==> src/rtl/rns_forward_converter_1025_1024_1023_if.sv <==
// Valid/ready bundle for the binary-to-RNS forward converter.
// The slave side is the converter; the master side feeds x_in and drains the residues.
interface rns_forward_converter_1025_1024_1023_if #(
  parameter int N = 10
);
  logic [3*N-1:0] x_in;
  logic           in_valid_in;
  logic           in_ready_out;
  logic [N:0]     r1_out;
  logic [N-1:0]   r2_out;
  logic [N-1:0]   r3_out;
  logic           range_err_out;
  logic           out_valid_out;
  logic           out_ready_in;

  modport slave (
    input  x_in, in_valid_in, out_ready_in,
    output in_ready_out, r1_out, r2_out, r3_out, range_err_out, out_valid_out
  );

  modport master (
    output x_in, in_valid_in, out_ready_in,
    input  in_ready_out, r1_out, r2_out, r3_out, range_err_out, out_valid_out
  );
endinterface

==> src/rtl/rns_forward_converter_1025_1024_1023.sv <==
// Two-stage binary-to-RNS converter for {2^N+1, 2^N, 2^N-1} with full backpressure.
// Stage 1 forms partial sums of the N-bit digits; stage 2 reduces them into range.
module rns_forward_converter_1025_1024_1023 #(
  parameter int N = 10
) (
  input  logic clk,
  input  logic rst,
  rns_forward_converter_1025_1024_1023_if.slave io
);
  localparam int XW = 3 * N;
  localparam logic [XW-1:0] RANGE_M =
    XW'(((64'd1 << N) + 64'd1) * (64'd1 << N) * ((64'd1 << N) - 64'd1));
  localparam logic signed [N+2:0] MOD1 = $signed((N+3)'((64'd1 << N) + 64'd1));

  // d1 lies in [-(2^N-1), 2*(2^N-1)], so at most one correction is needed either way.
  function automatic logic [N:0] reduce_p1(input logic signed [N+1:0] d);
    logic signed [N+2:0] t;
    t = {d[N+1], d};
    if (t < 0) t = t + MOD1;
    if (t >= MOD1) t = t - MOD1;
    return (N+1)'(t);
  endfunction

  // Two end-around folds bring any N+2-bit sum below 2^N; all-ones is the second zero.
  function automatic logic [N-1:0] reduce_m1(input logic [N+1:0] s);
    logic [N:0]   f;
    logic [N-1:0] g;
    f = {1'b0, s[N-1:0]} + {{(N-1){1'b0}}, s[N+1:N]};
    g = f[N-1:0] + {{(N-1){1'b0}}, f[N]};
    return (g == {N{1'b1}}) ? '0 : g;
  endfunction

  logic                  adv1, adv2;
  logic                  vld_p1, vld_p2;
  logic [N-1:0]          h_p0, m_p0, l_p0;
  logic [N+1:0]          s3_p0, s3_p1;
  logic signed [N+1:0]   d1_p0, d1_p1;
  logic                  err_p0, err_p1, err_p2;
  logic [N-1:0]          r2_p1, r2_p2, r3_p2;
  logic [N:0]            r1_p2;

  assign adv2 = !vld_p2 || io.out_ready_in;
  assign adv1 = !vld_p1 || adv2;

  always_comb begin
    h_p0   = io.x_in[3*N-1:2*N];
    m_p0   = io.x_in[2*N-1:N];
    l_p0   = io.x_in[N-1:0];
    s3_p0  = {2'b00, h_p0} + {2'b00, m_p0} + {2'b00, l_p0};
    d1_p0  = $signed({2'b00, h_p0}) + $signed({2'b00, l_p0}) - $signed({2'b00, m_p0});
    err_p0 = (io.x_in >= RANGE_M);
  end

  // Stage 1: digit sums captured from x_in
  always_ff @(posedge clk) begin
    if (rst) begin
      vld_p1 <= 1'b0;
      r2_p1  <= '0;
      s3_p1  <= '0;
      d1_p1  <= '0;
      err_p1 <= 1'b0;
    end else if (adv1) begin
      vld_p1 <= io.in_valid_in;
      if (io.in_valid_in) begin
        r2_p1  <= l_p0;
        s3_p1  <= s3_p0;
        d1_p1  <= d1_p0;
        err_p1 <= err_p0;
      end
    end
  end

  // Stage 2: modular reduction, drives the outputs directly
  always_ff @(posedge clk) begin
    if (rst) begin
      vld_p2 <= 1'b0;
      r1_p2  <= '0;
      r2_p2  <= '0;
      r3_p2  <= '0;
      err_p2 <= 1'b0;
    end else if (adv2) begin
      vld_p2 <= vld_p1;
      if (vld_p1) begin
        r1_p2  <= reduce_p1(d1_p1);
        r2_p2  <= r2_p1;
        r3_p2  <= reduce_m1(s3_p1);
        err_p2 <= err_p1;
      end
    end
  end

  assign io.in_ready_out  = adv1;
  assign io.out_valid_out = vld_p2;
  assign io.r1_out        = r1_p2;
  assign io.r2_out        = r2_p2;
  assign io.r3_out        = r3_p2;
  assign io.range_err_out = err_p2;
endmodule

==> src/flat_wrapper.sv <==
// flat-port wrapper written by rule: the top's interface ports become plain ports
module rns_forward_converter_1025_1024_1023_flat 
#(
  parameter int N = 10
)
  (clk, rst, io_x_in, io_in_valid_in, io_out_ready_in, io_in_ready_out, io_r1_out, io_r2_out, io_r3_out, io_range_err_out, io_out_valid_out);
  rns_forward_converter_1025_1024_1023_if #(.N(N)) io_i ();
  input  logic clk;
  input  logic rst;
  input wire logic [$bits(io_i.x_in)-1:0] io_x_in;
  input wire logic [$bits(io_i.in_valid_in)-1:0] io_in_valid_in;
  input wire logic [$bits(io_i.out_ready_in)-1:0] io_out_ready_in;
  output wire logic [$bits(io_i.in_ready_out)-1:0] io_in_ready_out;
  output wire logic [$bits(io_i.r1_out)-1:0] io_r1_out;
  output wire logic [$bits(io_i.r2_out)-1:0] io_r2_out;
  output wire logic [$bits(io_i.r3_out)-1:0] io_r3_out;
  output wire logic [$bits(io_i.range_err_out)-1:0] io_range_err_out;
  output wire logic [$bits(io_i.out_valid_out)-1:0] io_out_valid_out;
  assign io_i.x_in = io_x_in;
  assign io_i.in_valid_in = io_in_valid_in;
  assign io_i.out_ready_in = io_out_ready_in;
  assign io_in_ready_out = io_i.in_ready_out;
  assign io_r1_out = io_i.r1_out;
  assign io_r2_out = io_i.r2_out;
  assign io_r3_out = io_i.r3_out;
  assign io_range_err_out = io_i.range_err_out;
  assign io_out_valid_out = io_i.out_valid_out;
  rns_forward_converter_1025_1024_1023 #(.N(N)) u_core (.clk(clk), .rst(rst), .io(io_i));
endmodule
==> config.mk <==
export PLATFORM = sky130hd
export DESIGN_NAME = rns_forward_converter_1025_1024_1023_flat
export DESIGN_NICKNAME = d
export VERILOG_FILES = /design/src/rtl/rns_forward_converter_1025_1024_1023_if.sv /design/src/rtl/rns_forward_converter_1025_1024_1023.sv /design/src/flat_wrapper.sv
export SDC_FILE = /design/constraint.sdc
export NUM_CORES = 1
export LEC_CHECK = 0
export ABC_AREA = 1
export CAP_MARGIN = 20
export CORE_ASPECT_RATIO = 2
export CORE_MARGIN = 8
export CORE_UTILIZATION = 40
export CTS_CLUSTER_DIAMETER = 30
export DETAILED_ROUTE_END_ITERATION = 6
export PLACE_DENSITY = 0.63
export SYNTH_ARGS = -nofsm -noshare
export SYNTH_HDL_FRONTEND = slang
export SYNTH_SLANG_ARGS = --single-unit
export TNS_END_PERCENT = 50
==> constraint.sdc <==
create_clock -name clk -period 3.3 [get_ports clk]
set_clock_uncertainty 0.1 [all_clocks]
set_input_delay 0.99 -clock clk [delete_from_list [all_inputs] [get_ports clk]]
set_output_delay 0.99 -clock clk [all_outputs]
set_load 0.02 [all_outputs]
==> flow_metrics.py <==
metrics = {
    "pwr": {
        "p_seq_share_pct": 27.2,
        "powerDensity_mw_per_mm2": 452,
        "power_frac_clock_pct": 27.3,
        "total_power_mw": 3.60,
        "switchingPower_mw": 1.32,
        "peakVddDrop_v": 0.000297,
        "swShare_pct": 36.7,
        "p_leak_nw": 3.75,
        "internal-power_mw": 2.28,
        "p_comb_share_pct": 45.5,
    },
    "routing": {
        "ant_nets": 0,
        "vias": 5772,
        "firstDrtPassIters": 5,
        "drc_errors": 0,
        "drt_iter0_drc": 220,
        "post_drt_wl_per_cell_um": 13.9,
        "routed_wirelength_mm": 16.2,
        "viasPerCell": 4.96,
    },
    "yosys": {
        "netlist.area_leader.share_pct": 25.4,
        "synthTopCellsByArea": "dfxtp_1, nand2_1, ha_1",
        "synth_cell_types": 42,
        "synth_top_area_cell": "dfxtp_1",
        "syn-num-nets": 920,
        "synth-seq-cells": 69,
        "synth_warnings": 0,
        "ys_seq_area_share_pct": 25.4,
        "syn_inst": 833,
        "synth_area_mm2": 0.00545,
        "avgSynthCellArea_um2": 6.54,
    },
    "placement": {
        "numPlacedInstances": 1132,
        "dpl_worst_slack_ps": -819,
        "hpwl_mm": 12.7,
        "io_buffers": 67,
        "place_congestion": 0.918,
    },
    "clock_tree": {
        "clockBufferDepth": 2,
        "cts_buffers": 9,
        "clock-sinks": 69,
        "ctsHoldBuffers": 0,
        "htree_levels": 3,
        "clkLatencyLatePin_ps": 340,
        "cts_tree": "built",
        "clkSlewWorstSetupHoldPaths_ps": 60,
        "root_buffer": "clkbuf_16",
    },
    "grt": {
        "antenna_found_initial": 0,
        "grt_pass1_vias": 5782,
        "grt_max_degree": 40,
        "grt_overflow": 0,
        "track_usage_pct": 18.2,
        "grt_pass1_wl_mm": 26.6,
    },
    "critical_path": {
        "crit_path_start": "io_x_in[14]",
        "worstPathRequired_ps": 3480,
        "worst_setup_path_end_kind": "register",
        "r2r-start": "u_core.s3_p1[0]",
        "path_class": "input port to register",
        "r2r_slack_ps": 100,
        "endpoint": "u_core.s3_p1[9]",
        "cp-start-kind": "input port",
        "critPathArrivalTime_ps": 3430,
        "reg2reg_to": "u_core.io.r3_out[8]",
        "reg2regPathDepth": 19,
        "path_max_fanout": 4,
    },
    "timing": {
        "slew_viol_final": 0,
        "worstMarginPinSlew_ps": 683,
        "period_share_pct": 98.7,
        "period_minus_slack_ps": 3260,
        "max-slew-margin-rel_pct": 54.4,
        "whs_ps": 362,
        "rsz0062_at_grt": "true",
        "hold_viol": 0,
        "fin_ws_ps": 43.6,
        "setup_viol": 0,
        "fmax_mhz": 307,
    },
    "die": {
        "die-height_um": 181,
        "ios": 68,
        "rows": 60,
        "dieArea_mm2": 0.0178,
        "fp.dieW_um": 98.5,
        "core_mm2": 0.0134,
        "start_util_pct": 40.8,
    },
    "outcome": {
        "status": "completed",
    },
    "final_layout": {
        "antenna_cells": 0,
        "final-instance-count-excl-fill": 1163,
        "nNetsFinal": 1090,
        "drive_gt1_share_pct": 27.1,
        "syn2layout_area_growth_pct": 46.0,
    },
    "min_path": {
        "hold_path_depth": 2,
        "hold_class": "register to register",
    },
    "job": {
        "max_cap_violations": 0,
    },
}
[routing by layer]
| metal | vias to the layer above | wire [µm] | GRT usage [%] |
|---|---|---|---|
| met5 | - | 0 | 0 |
| met4 | 0 | 895 | 10.7 |
| met3 | 51 | 513 | 2.89 |
| met2 | 127 | 8930 | 36.1 |
| met1 | 2552 | 5820 | 16.6 |
| li1 | 3042 | - | - |
[through the flow]
step / setup TNS (ps) / util, % / instance area [µm²]
after floorplan: -65.1 / - / 5580
after global placement: -11900 / 53.1 / 7090
after detailed placement: -12540 / 53.1 / 7090
after CTS: -5.82 / 57.4 / 7670
after global routing: -770 / 59.5 / 7960
final: 0 / 59.5 / 7960
[power by group through the flow]
| stage | clock network [mW] | registers (mW) | logic [mW] |
|---|---|---|---|
| floorplan | 0 | 1.02 | 0.881 |
| CTS | 0.998 | 0.976 | 1.54 |
| finish | 0.981 | 0.978 | 1.64 |
| global placement | 0 | 0.991 | 1.43 |
| detailed placement | 0 | 0.994 | 1.44 |
| global route | 1.03 | 0.989 | 1.83 |
[worst min-delay path by stage]
stage / startpoint / end / slack, ps
CTS: u_core.io.r3_out[4] / u_core.io.r3_out[4] / 370
finish: u_core.io.r3_out[4] / u_core.io.r3_out[4] / 360
floorplan: u_core.err_p1 / u_core.err_p1 / 340
detailed placement: u_core.io.r3_out[0] / u_core.io.r3_out[0] / 360
global placement: u_core.io.r3_out[7] / u_core.io.r3_out[7] / 350
global route: u_core.io.r3_out[4] / u_core.io.r3_out[4] / 390
[layout make-up]
cell class | instances | area, µm²
Clock buffer | 9 | 225
Inverter | 114 | 429
Clock inverter | 7 | 80.1
Fill cell | 1240 | 5410
Tap cell | 155 | 194
Sequential cell | 69 | 1380
Multi-Input combinational cell | 627 | 4170
Timing Repair Buffer | 182 | 1480
[timing repair]
item,4_1_cts,5_1_grt
endpoints found under the setup margin,25,23
buffers inserted,3,11
gates resized for setup,90,89
pin swaps,35,50
gates cloned,1,0
[state kept, by name (all words and copies together) (netlist names)]
name                     cells
u_core.err_p1                1
u_core.io.r1_out            11
u_core.io.out_valid_out      1
u_core.io.r3_out            10
u_core.io.range_err_out      1
u_core.vld_p1                1
u_core.io.r2_out            10
u_core.r2_p1                10
u_core.s3_p1                12
u_core.d1_p1                12
[synthesized netlist by cell type (all sizes together)]
| master | count |
|---|---|
| inv | 112 |
| nand3b | 1 |
| o31ai | 2 |
| o21ai | 64 |
| nand2 | 181 |
| nor3 | 6 |
| a21boi | 1 |
| o2111ai | 3 |
| nor3b | 1 |
| ha | 48 |
| or2 | 4 |
| clkinv | 2 |
| xor2 | 29 |
| a31oi | 3 |
| and2 | 3 |
| nor2 | 114 |
| dfxtp | 69 |
| a21o | 1 |
| fa | 5 |
| o211ai | 2 |
| nand3 | 57 |
| clkbuf | 17 |
| a21oi | 67 |
| nor4 | 2 |
| o21bai | 3 |
| nand4 | 18 |
| buf | 7 |
| xnor2 | 11 |
[cell families after synthesis]
kind of cell | count (synthesis) | synth area share (%)
fa+ha+maj | 53 | 12.9
simple gates | 387 | 31.1
flops | 69 | 25.4
buf+inv | 138 | 9.92
compound gates | 146 | 14.3
xor+xnor | 40 | 6.43
[placed cells by master, fill, tap and decap left out, drive strengths merged, types with 4 or more instances in the layout]
master	count
fa	5
clkdlybuf4s50	45
xnor2	11
nand3	58
clkbuf	19
nand4	18
or2	4
inv	115
o21ai	64
buf	122
xor2	29
nand2	181
nor3	6
a21oi	67
nor2	114
dfxtp	69
ha	48
[critical path: stages]
cell	delay, ps
buf_8	100
ha_4	260
a21oi_4	180
o21ai_2	90
a21oi_2	160
xor2_1	250
ha_1	310
buf_4	150
nand2_1	140
nor2_4	60
o31ai_2	60
o2111ai_2	180
or2_4	280
nand3_2	50
o211ai_1	90
inv_1	80
(Power assumes the default switching activity.)
==> RTL edit 1 (same flow settings) <==
`N` is set to 10 in 3 places; all go to 9.
--- a/src/rtl/rns_forward_converter_1025_1024_1023_if.sv
+++ b/src/rtl/rns_forward_converter_1025_1024_1023_if.sv
@@ -1,7 +1,7 @@
 // Valid/ready bundle for the binary-to-RNS forward converter.
 // The slave side is the converter; the master side feeds x_in and drains the residues.
 interface rns_forward_converter_1025_1024_1023_if #(
-  parameter int N = 10
+  parameter int N = 9
 );
   logic [3*N-1:0] x_in;
   logic           in_valid_in;
--- a/src/rtl/rns_forward_converter_1025_1024_1023.sv
+++ b/src/rtl/rns_forward_converter_1025_1024_1023.sv
@@ -1,7 +1,7 @@
 // Two-stage binary-to-RNS converter for {2^N+1, 2^N, 2^N-1} with full backpressure.
 // Stage 1 forms partial sums of the N-bit digits; stage 2 reduces them into range.
 module rns_forward_converter_1025_1024_1023 #(
-  parameter int N = 10
+  parameter int N = 9
 ) (
   input  logic clk,
   input  logic rst,
--- a/src/flat_wrapper.sv
+++ b/src/flat_wrapper.sv
@@ -1,7 +1,7 @@
 // flat-port wrapper written by rule: the top's interface ports become plain ports
 module rns_forward_converter_1025_1024_1023_flat 
 #(
-  parameter int N = 10
+  parameter int N = 9
 )
   (clk, rst, io_x_in, io_in_valid_in, io_out_ready_in, io_in_ready_out, io_r1_out, io_r2_out, io_r3_out, io_range_err_out, io_out_valid_out);
   rns_forward_converter_1025_1024_1023_if #(.N(N)) io_i ();
Interface: changed (resized io_r1_out, io_r2_out, io_r3_out and io_x_in); port bits go from 68 to 62. No check against the original RTL was run, so the function may have changed too.
==> RTL edit 1 against the original RTL <==
  * Routed wire length shrank 9.8%
  * The run now ends with negative setup slack left
  * Clock power down 19%
  * Largest power group unchanged
  * Sequential cell count down 6
  * Synthesized cell count shrank 11%
  * Area after synthesis fell by 11%
  * Design area down 12%
  * Total power shrank 13%
  * Worst setup slack lost 61 ps
==> RTL edit 1: results <==
export IMPL_grt_pass1_vias=5380
export IMPL_cts_resized=69
export IMPL_clk_latency_ps=320
export IMPL_crit_family="adder cells"
export IMPL_ys_top_cells_by_area="dfxtp_1 (26%), ha_1 (12%), nand2_1 (11%), inv_1 (8.6%), nor2_1 (7.2%)"
export IMPL_grt_max_degree=47
export IMPL_power_switching_mw=1.12
export IMPL_violations="negative setup slack"
export IMPL_cellPowerDensity_mw_per_mm2=449
export IMPL_worst_pin_slew_ps=635
export IMPL_slowest_delay_ps=360
export IMPL_seqPwrFrac_pct=28.8
export IMPL_fillers=1147
export IMPL_port_buffers=61
export IMPL_nets=978
export IMPL_final_layout_size_suffix_gt1_share_pct=24.0
export IMPL_r2r_worst_path_cells=16
export IMPL_vdd_drop_max_mv=0.335
export IMPL_clock_root_buffer="clkbuf_16"
export IMPL_synth_fp_nets=825
export IMPL_dr_pass1_iters=4
export IMPL_placed_cells=1021
export IMPL_num_vias=5222
export IMPL_global_route_usage_met3_pct=2.78
export IMPL_grt_antenna_before_repair=0
export IMPL_wl_met3_um=641
export IMPL_wl_mm=14.6
export IMPL_fin_ws_ps=-17.5
export IMPL_synth_cell_types=36
export IMPL_met2_length_mm=7.97
export IMPL_seq_area_frac_synth_pct=25.9
export IMPL_wl_per_cell_um=13.9
export IMPL_slowest_stage="fa_2"
export IMPL_setup_violations_final=1
export IMPL_cp_arrival_ps=3440
export IMPL_gr_usage_all_layers_pct=18.1
export IMPL_p_clk_mw=0.794
export IMPL_met1_length_mm=5.06
export IMPL_path_max_fanout=3
export IMPL_synth_common_cells="nand2_1 (147), inv_1 (112), nor2_1 (93)"
export IMPL_routabilityCongestion=0.944
export IMPL_status="complete, but fails checks"
export IMPL_grt_pass1_wl_mm=23.5
export IMPL_use_met1_pct=16.0
export IMPL_postSynthCellCount=744
RTL edit 1: cell count changes after synthesis, sizes merged, moves of 4 or more:
cell and change:
inv +4, dfxtp -6, a21oi -9, nand4 -4, nand3 -12, or2 -4, nor2 -16, nand2 -25
xnor2 +4, xor2 -6
RTL edit 1: per-stage QoR:
step                instance area [um2]  TNS [ps]  setup WS [ps]
finish                             6990     -17.5          -17.5
global route                       6990      -519           -194
CTS                                6720     -15.4          -15.4
detailed placement                 6290    -11440           -938
global placement                   6290    -10400           -796
floorplan                          4920      -141          -91.9
RTL edit 1: final timing paths:
| kind | from | endpoint | slack (ps) |
|---|---|---|---|
| setup / recovery | io_x_in[18] | u_core.s3_p1[9] | -20 |
| hold / removal | u_core.io.r3_out[6] | u_core.io.r3_out[6] | 360 |
| setup reg to reg | u_core.s3_p1[1] | u_core.io.r3_out[0] | 510 |
| hold reg to reg | u_core.io.r3_out[6] | u_core.io.r3_out[6] | 360 |
RTL edit 1: kinds of logic (layout without fill, tap and decap cells):
| logic type | Yosys count | count (layout) | share of synthesized area, % |
|---|---|---|---|
| flip-flops | 63 | 63 | 25.9 |
| AND/OR/NAND/NOR | 325 | 325 | 28.7 |
| XOR/XNOR | 38 | 38 | 6.83 |
| adder cells (fa/ha/maj) | 50 | 50 | 13.6 |
| AO/OA/AOI/OAI | 131 | 131 | 14.1 |
| buffers and inverters | 137 | 293 | 10.9 |
RTL edit 1: final cells by class:
cell class | instances | area [um2] | share of cell area [%]
flip-flops and latches | 63 | 1260 | 18.0
well taps | 147 | 184 | 2.63
repair buffers | 161 | 1340 | 19.2
clock buffers | 12 | 236 | 3.38
clock inverters | 2 | 10.0 | 0.143
inverters | 118 | 448 | 6.40
multi-input cells | 544 | 3510 | 50.2
==> RTL edit 2 (same settings) <==
Without the edit above. Make the reset (`rst`) asynchronous in 2 clocked blocks.
--- a/src/rtl/rns_forward_converter_1025_1024_1023.sv
+++ b/src/rtl/rns_forward_converter_1025_1024_1023.sv
@@ -52,7 +52,7 @@
   end
 
   // Stage 1: digit sums captured from x_in
-  always_ff @(posedge clk) begin
+  always_ff @(posedge clk or posedge rst) begin
     if (rst) begin
       vld_p1 <= 1'b0;
       r2_p1  <= '0;
@@ -71,7 +71,7 @@
   end
 
   // Stage 2: modular reduction, drives the outputs directly
-  always_ff @(posedge clk) begin
+  always_ff @(posedge clk or posedge rst) begin
     if (rst) begin
       vld_p2 <= 1'b0;
       r1_p2  <= '0;
Behaviour: differs if rst is asserted again (counterexample within 4 cycles, from zero or initial values and one cycle with rst high); with rst held inactive, the same outputs for 10 cycles.
==> RTL edit 2 against the original RTL <==
  * The run now ends with negative setup slack left
  * Combinational power up 76%
  * Final cell count grew 3.8%
  * Worst setup slack worse by 57 ps
  * Global-route usage decreased by 0.80 points
  * Design area up 3.5%
  * Area after synthesis is 5.0% higher
  * Maximum frequency fell by 1.7%
  * Routed wire length is essentially flat
  * Sequential cell count unchanged
  * Sequential share of layout area rose by 3.6 points
  * Register-to-register slack improved by 120 ps
  * Total power rose by 43%
  * Largest power group unchanged
  * Highest routed layer unchanged
==> RTL edit 2: results <==
export IMPL_status="complete, but fails checks"
export IMPL_violations="negative setup slack"
export IMPL_met1_length_mm=6.86
export IMPL_timing_rr_end="u_core.io.r3_out[1]"
export IMPL_fin_ws_ps=-13.7
export IMPL_wl_met3_um=662
export IMPL_r2r_worst_path_cells=18
export IMPL_crit_start="io_x_in[5]"
export IMPL_dr_pass1_iters=4
export IMPL_placed_area_mm2=0.00736
export IMPL_yosysWarnings=0
export IMPL_synth_common_cells="nand2_1 (260), inv_1 (111), dfrtp_1 (69)"
export IMPL_min_from="u_core.io.r1_out[4]"
export IMPL_final_layout_size_suffix_gt1_share_pct=25.4
export IMPL_r2r_start="u_core.s3_p1[0]"
export IMPL_synthXorXnorAreaFrac_pct=5.05
export IMPL_routabilityCongestion=0.958
export IMPL_finalNonFillerCells=1207
export IMPL_setup_violations_final=1
export IMPL_global_route_usage_met3_pct=3.09
export IMPL_synth_cell_types=34
export IMPL_vdd_drop_max_mv=0.291
export IMPL_r2r_slack_ps=220
export IMPL_setup_tns_ps=-13.7
export IMPL_synth_compound_area_share_pct=11.5
export IMPL_ys_async_sr_fraction_pct=100
export IMPL_synth_fp_nets=919
export IMPL_cp_endpoint="u_core.d1_p1[10]"
export IMPL_met2_length_mm=8.21
export IMPL_hpwl_mm=12.4
export IMPL_seq_area_frac_synth_pct=30.2
export IMPL_placed_cells=1171
export IMPL_leakage_nw=4.13
export IMPL_nets=1097
export IMPL_crit_family="adder cells"
export IMPL_use_met1_pct=19.8
export IMPL_num_vias=5877
export IMPL_gr_usage_all_layers_pct=17.4
export IMPL_use_met2_pct=30.8
export IMPL_wl_per_cell_um=13.4
export IMPL_holdWs_ps=377
export IMPL_drt_iter0_markers=211
export IMPL_worst_pin_slew_ps=558
export IMPL_hold_end="u_core.io.r1_out[4]"
export IMPL_grt_pass1_wl_mm=26.3
==> RTL edit 2: logic make-up after synthesis <==
| family | count (synthesis) |
|---|---|
| compound gates | 119 |
| fa+ha+maj | 53 |
| xor+xnor | 33 |
| buf+inv | 134 |
| simple gates | 424 |
| flops | 69 |
==> RTL edit 2: timing repair <==
action / CTS / global route
hold endpoints to repair: 0 / 0
pin swaps: 27 / 52
resized for setup: 86 / 94
gates cloned: 0 / 0
setup endpoints to repair: 14 / 17
buffers inserted: 12 / 8
==> RTL edit 2: layout make-up <==
class | count | area, um2
tap | 192 | 240
inverter | 116 | 435
timing repair buffer | 185 | 1540
sequential | 69 | 1730
multi-input combinational | 629 | 4000
clock buffer | 11 | 243
clock inverter | 5 | 50.0
fill | 1310 | 5960
==> RTL edit 2: where the power goes <==
part           internal (mW)  switching (mW)  leakage (nW)
clock                  0.599           0.340         0.149
sequential              1.12           0.206         0.855
combinational           1.26            1.62          3.13
total                   2.99            2.17          4.13
